===== src/rtl/period_meter.sv =====
// period_meter: measures the period of an asynchronous square wave
// in hclkin cycles, rejects short glitches and flags loss of feedback.
//
// Ports:
//   hclkin       in   clock, all logic on the rising edge
//   reset        in   synchronous active-high reset
//   sig_in       in   asynchronous feedback signal
//   period_out   out  last measured period (CNT_W bits)
//   period_valid out  one-cycle pulse when period_out updates
//   locked       out  high while valid periods are being measured
//   glitch       out  one-cycle pulse on a rejected (too short) edge
//   lost         out  one-cycle pulse when no edge arrives in time
module period_meter #(
    parameter int CNT_W      = 16,
    parameter int MIN_PERIOD = 8,
    parameter int TIMEOUT    = 65535
) (
    input  logic             hclkin,
    input  logic             reset,
    input  logic             sig_in,
    output logic [CNT_W-1:0] period_out,
    output logic             period_valid,
    output logic             locked,
    output logic             glitch,
    output logic             lost
);

    typedef enum logic [1:0] {
        IDLE,
        ARMED,
        LOCKED
    } state_t;

    localparam logic [CNT_W-1:0] MIN_C = CNT_W'(MIN_PERIOD);
    localparam logic [CNT_W-1:0] TO_C  = CNT_W'(TIMEOUT);
    localparam logic [CNT_W-1:0] ONE_C = CNT_W'(1);

    logic s1_q, s2_q, s3_q;

    state_t           state_q, state_d;
    logic [CNT_W-1:0] cnt_q, cnt_d;
    logic [CNT_W-1:0] period_q, period_d;
    logic             valid_q, valid_d;
    logic             locked_q, locked_d;
    logic             glitch_q, glitch_d;
    logic             lost_q, lost_d;

    logic             rise;
    logic             accept;
    logic             reject;
    logic             expire;
    logic [CNT_W-1:0] cnt_inc;

    assign rise    = s2_q & ~s3_q;
    assign accept  = rise && (cnt_q >= MIN_C);
    assign reject  = rise && !accept;
    // An accepted edge on the timeout cycle wins; lost stays quiet.
    assign expire  = (cnt_q == TO_C) && !accept;
    assign cnt_inc = (cnt_q == '1) ? cnt_q : cnt_q + ONE_C;

    always_comb begin
        state_d  = state_q;
        cnt_d    = cnt_q;
        period_d = period_q;
        valid_d  = 1'b0;
        glitch_d = 1'b0;
        lost_d   = 1'b0;
        unique case (state_q)
            IDLE: begin
                cnt_d = '0;
                if (rise) begin
                    cnt_d   = ONE_C;
                    state_d = ARMED;
                end
            end
            ARMED, LOCKED: begin
                cnt_d = cnt_inc;
                if (accept) begin
                    period_d = cnt_q;
                    valid_d  = 1'b1;
                    cnt_d    = ONE_C;
                    state_d  = LOCKED;
                end else if (expire) begin
                    lost_d  = 1'b1;
                    cnt_d   = '0;
                    state_d = IDLE;
                end else if (reject) begin
                    glitch_d = 1'b1;
                end
            end
            default: begin
                cnt_d   = '0;
                state_d = IDLE;
            end
        endcase
        locked_d = (state_d == LOCKED);
    end

    always_ff @(posedge hclkin) begin
        if (reset) begin
            s1_q     <= 1'b0;
            s2_q     <= 1'b0;
            s3_q     <= 1'b0;
            state_q  <= IDLE;
            cnt_q    <= '0;
            period_q <= '0;
            valid_q  <= 1'b0;
            locked_q <= 1'b0;
            glitch_q <= 1'b0;
            lost_q   <= 1'b0;
        end else begin
            s1_q     <= sig_in;
            s2_q     <= s1_q;
            s3_q     <= s2_q;
            state_q  <= state_d;
            cnt_q    <= cnt_d;
            period_q <= period_d;
            valid_q  <= valid_d;
            locked_q <= locked_d;
            glitch_q <= glitch_d;
            lost_q   <= lost_d;
        end
    end

    assign period_out   = period_q;
    assign period_valid = valid_q;
    assign locked       = locked_q;
    assign glitch       = glitch_q;
    assign lost         = lost_q;

endmodule


===== config.mk =====
export PLATFORM = sky130hd
export DESIGN_NAME = period_meter
export DESIGN_NICKNAME = d
export VERILOG_FILES = /design/src/rtl/period_meter.sv
export SDC_FILE = /design/constraint.sdc
export NUM_CORES = 1
export LEC_CHECK = 0
export ABC_AREA = 1
export ABC_CLOCK_PERIOD_IN_PS = 1850
export BUFFER_PORTS_ARGS = -buffer_cell sky130_fd_sc_hd__buf_2
export CAP_MARGIN = 25
export CORE_UTILIZATION = 50
export CTS_BUF_LIST = sky130_fd_sc_hd__clkbuf_4 sky130_fd_sc_hd__clkbuf_8
export CTS_CLUSTER_SIZE = 16
export DETAILED_ROUTE_END_ITERATION = 12
export PLACE_DENSITY = 0.7
export REMOVE_ABC_BUFFERS = 1
export SLEW_MARGIN = 0
export SYNTH_ARGS = -nofsm -noshare
export SYNTH_HDL_FRONTEND = slang
export SYNTH_SLANG_ARGS = --single-unit
export TNS_END_PERCENT = 100

===== constraint.sdc =====
create_clock -name hclkin -period 1.85 [get_ports hclkin]
set_input_delay 0.0925 -clock hclkin [delete_from_list [all_inputs] [get_ports hclkin]]
set_output_delay 0.0925 -clock hclkin [all_outputs]
set_load 0.02 [all_outputs]

## Word-level counts from Yosys, hierarchy flattened

Cells that the tools add are included.

| word-level totals | value |
|---|---|
| register bits after elaboration | 41 |

| operators by class | value |
|---|---|
| equality and inequality tests | 5 |
| bitwise operators | 3 |
| mux-type cells | 12 |
| reductions and logical operators | 10 |
| magnitude comparators | 1 |
| add/subtract/negate cells | 1 |

Operator list:

| operator | number |
|---|---|
| $mux W16 | 3 |
| $pmux W16 S2 | 1 |
| $add A16 B1 Y16 const B | 1 |
| $eq A16 B16 Y1 const B | 1 |
| $ge A16 B4 Y1 const B | 1 |
| $mux W2 | 3 |
| $eq A2 B2 Y1 const B | 2 |
| $mux W1 | 4 |
| $ne A4 B4 Y1 const B | 1 |
| $pmux W2 S2 | 1 |
| $reduce_or A2 Y1 | 2 |
| $reduce_or A4 Y1 | 1 |
| $logic_and A1 B1 Y1 | 3 |
| $reduce_or A3 Y1 | 1 |
| $eq A2 B1 Y1 const B | 1 |
| $logic_not A2 Y1 | 1 |
| $not A1 Y1 | 2 |
| $reduce_and A2 Y1 | 1 |
| $and A1 B1 Y1 | 1 |
| $logic_not A1 Y1 | 1 |

## Depth between registers and ports, before layout

| depth | value |
|---|---|
| depth after elaboration | 9 |
| depth in mapped cells | 11 |
| gate-level depth less buffers | 9 |

## Worst setup path after synthesis

No wires, ideal clock.

| timing path | value |
|---|---|
| kind | reg-to-reg |
| start point | register state_q[1] |
| end point | register period_q[10] (netlist: period_out[10]) |
| arrival time | 1468 ps |
| stages on the path, launching flop included | 8 |
| clock period less this slack | 1600 ps |
| data required time | 1718 ps |
| slack | 250 ps |
| path buffers | 2 |
| cells stage by stage | dfxtp_1 inv_1 ha_1 clkbuf_1 nand3_2 buf_4 nand2_1 a21oi_1 |

| on the way | value |
|---|---|
| cells in the longest elaborated chain, start to end | 3 |
| elaborated cells between the ends (all ways) | 4 |
| those cells by class | eq/ne (2); reduce/logical (2) |

Ends and longest elaborated chain:

| item | RTL line | RTL |
|---|---|---|
| from (decl) | 40 | `state_t state_q, state_d;` |
| from (signal assigned) | 115 | `state_q <= state_d;` |
| $eq A2 B1 Y1 / $eq A2 B2 Y1 (equally long branches) | 68 | `unique case (state_q)` |
| $reduce_or A2 Y1 * | 68 |  |
| $reduce_and A2 Y1 (no line) * | -- |  |
| to (signal assigned) | 117 | `period_q <= period_d;` |
| to (decl) | 42 | `logic [CNT_W-1:0] period_q, period_d;` |

Mark *: on every way between the ends. The rest lies on a longest branch, timed or not.
A chain may end at the register's enable or synchronous reset.

## Worst setup path after layout

| timing path | value |
|---|---|
| start point | register cnt_q[8] |
| end point | register period_q[9] (netlist: period_out[9]) |

| on the way | value |
|---|---|
| cells in the longest elaborated chain, start to end | 3 |

Ends and longest elaborated chain:

| item | RTL line | RTL |
|---|---|---|
| from (decl) | 41 | `logic [CNT_W-1:0] cnt_q, cnt_d;` |
| from (signal assigned) | 116 | `cnt_q <= cnt_d;` |
| $ge A16 B4 Y1 | 55 | `assign accept = rise && (cnt_q >= MIN_C);` |
| $logic_and A1 B1 Y1 | 55 |  |
| $reduce_and A2 Y1 (no line) | -- |  |

Every way passes these cells.

==> impl_metrics.csv <==
group,metric,value,unit
power,pwr-share-seq,61.7,%
synth,synthTopCellsByCount,"46 x nand2_1, 41 x dfxtp_1, 33 x nor2_1, 23 x inv_1, 23 x nand3_1",
cells_and_area,regArea,821,um2
outcome,status,"finished, final reports clean",
setup_path,cp-startpoint,"cnt_q[8]",
min_path,hold_end,"s2_q",
cells_and_area,nets,270,
synth,synth_cells,235,
power,p_sw,0.000322,W
power,power.total,0.00144,W
timing,grt_setup_unrepaired,"false",
setup_path,crit_chain,"nor2_1, nand2_1, nor2_1, nand2_1, nand2_2, inv_1, nand3_1, a21oi_1",
clocking,cts_tree,"built",
setup_path,r2r-end,"period_out[9]",
setup_path,cp.arrival,1.90,ns
global_routing,overflow,0,
timing,clock.fmax,618,MHz
setup_path,crit-reg2reg-launch,"cnt_q[8]",
synth,synthMostInstantiatedCell,"nand2_1",
synth,yosys_warnings,0,
power,p_leak,0.868,nW
global_routing,grt_usage,19.4,%
cells_and_area,drive_gt1_share,19.3,%
setup_path,crit_slowest_cell,"dfxtp_1",
synth,synth_top_area_share,45.8,%
timing,final.min_clock_period,1.62,ns
place,pre_cts_ws,0.129,ns
drt,drc,0,
setup_path,path_class,"reg -> reg",
min_path,hold_class,"in -> reg",
setup_path,regToRegSetupSlack,0.23,ns
synth,synth.cell_area,1790,um2
synth,syn-mean-instance-area,7.62,um2
global_routing,grt_pass1_wl,5360,um
global_routing,grt_antenna_before_repair,0,
die,chipHeight,61.8,um
cells_and_area,fillers,319,
timing,setup_viol,0,
setup_path,slowest_delay,0.48,ns
timing,skew,0.0103,ns
power,ir_worst_vdd,0.000413,V
synth,yosysTopAreaCell,"dfxtp_1",
power,netSwitchingFraction,22.3,%
timing,hold_violations,0,
timing,min_period_over_period,87.5,%
drt,post_drt_wl_per_cell,10.6,um
power,p_int,0.00112,W
flow_run,maxCapViolCount,0,
die,start_util,52.8,%
power,clkPwrFrac,34.9,%
setup_path,ff2ff_path_depth,8,
power,power_frac_comb,3.5,%
setup_path,startpoint_type,"register",
timing,setup_ws,0.232,ns
drt,first_iter_violations,42,
drt,via_per_inst,4.81,
drt,vias,1492,
cells_and_area,multi_input_area,833,um2
cells_and_area,area_growth,13.8,%
drt,drt_wl_total,3290,um
clocking,cts_htree_levels,2,
drt,ant_nets,0,
power,power_density,709,nW/um2
synth,ys_seq_area_share,45.8,%
min_path,holdPathStages,2,
setup_path,critPathRequiredTime,2.13,ns
synth,synth_edf_count,0,
synth,async_flop_share,0,%
synth,synth_flop_cell,"dfxtp_1",
clocking,clock_sinks,41,
global_routing,grt_pass1_vias,1203,
setup_path,path_max_fanout,16,
clocking,clockRootBuffer,"clkbuf_4",
clocking,cts_resized,0,
cells_and_area,fin_util,60.1,%
place,io_buffers,22,
cells_and_area,diodes,0,
min_path,hold_start,"reset",
clocking,cts_buffers,5,
timing,slew_headroom,69.3,%
synth,synth_area_leaders,"dfxtp_1 46%, nand2_1 9.6%, nor2_1 6.9%",
die,core-area,3390,um2
synth,ys_ff_latch,41,
global_routing,grt_max_degree,23,
timing,worst_slew_pin_slew,0.461,ns
drt,first_pass_iters,4,
clocking,cts_buffer_depth,2,
die,dieArea,3820,um2
die,io-pin-count,23,
clocking,clk_pin_slew,0.12,ns
die,num_rows,21,
clocking,insertion_delay,0.35,ns
synth,synth_cell_types,25,
timing,finalSetupTns,0,ns
timing,drv_slew,0,
place,dp_hpwl,2390,um
place,routabilityCongestion,0.840,
die,fp.dieW,61.8,um
setup_path,endpoint_kind,"register",
flip-flops by register name, summed over array words and instances (netlist names):
name          flops
s3_q              1
lost              1
locked            1
period_out       16
state_q           2
cnt_q            16
glitch            1
s2_q              1
s1_q              1
period_valid      1
power by group through the flow:
stage / Combinational, W / Sequential, W / Clock (W)
floorplan: 0.0000311 / 0.000910 / 0
global placement: 0.0000479 / 0.000910 / 0
detailed placement: 0.0000487 / 0.000911 / 0
CTS: 0.0000505 / 0.000891 / 0.000517
global route: 0.0000574 / 0.000891 / 0.000552
finish: 0.0000502 / 0.000891 / 0.000504
kinds of logic (layout without fill, tap and decap cells):
group,after synthesis,count (layout),share of synthesized area [%]
and+or+nand+nor,125,125,31.7
DFF,41,41,45.8
buffers and inverters,32,61,7.62
AOI/OAI and AO/OA,21,21,6.15
xor gates and xnor gates,12,12,5.87
adders and majority gates,4,4,2.80
layout by cell type, fill, tap and decap left out, drive strengths merged, types with 4 or more instances in the layout:
cell type,n
a21oi,18
buf,28
clkbuf,7
dfxtp,41
ha,4
inv,24
nand2,48
nand3,25
nand4,4
nor2,43
nor3,4
xnor2,4
xor2,8
worst max-delay path: cells and delay by family (launching register included):
family                 cells  cell delay (ns)
and+or+nand+nor            6             0.56
DFF                        1             0.48
buffers and inverters      1             0.37
AOI/OAI and AO/OA          1             0.14
worst max path at each step:
stage / end / slack (ns) / cells past startpoint
after global placement: cnt_q[15] / 0.25 / 8
after CTS: cnt_q[15] / 0.12 / 8
after floorplan: locked / 0.18 / 6
after detailed placement: cnt_q[15] / 0.13 / 8
after global routing: period_out[9] / 0.008 / 8
final: period_out[9] / 0.23 / 8
final cells by class:
| cell class | instances | area share (%) |
|---|---|---|
| Tap cell | 46 | 2.83 |
| Inverter | 24 | 4.42 |
| Clock inverter | 1 | 0.246 |
| Sequential cell | 41 | 40.3 |
| Clock buffer | 7 | 3.19 |
| Timing Repair Buffer | 29 | 8.11 |
| Multi-Input combinational cell | 162 | 40.9 |
layer usage:
metal  GRT usage [%]  vias up  share of wire, %
met5               0        -                 0
met4            7.94        0               2.2
met3            5.80        9               3.3
met2            30.6       29                44
met1            25.0      657                50
li1                -      797                 -
timing repair:
action / 4_1_cts / 5_1_grt
hold endpoints to repair: 1 / 0
setup endpoints to repair: 0 / 14
setup buffers: 0 / 2
hold buffers: 1 / 0
per-stage QoR:
| step | hold slack [ns] | area (um2) | cells |
|---|---|---|---|
| floorplan | 0.162 | 1740 | 227 |
| global placement | 0.296 | 1940 | 299 |
| detailed placement | 0.308 | 1940 | 299 |
| CTS | 0.131 | 2020 | 308 |
| global route | 0.149 | 2040 | 310 |
| finish | 0.136 | 2040 | 310 |
Power figures use the tool's default switching activity.
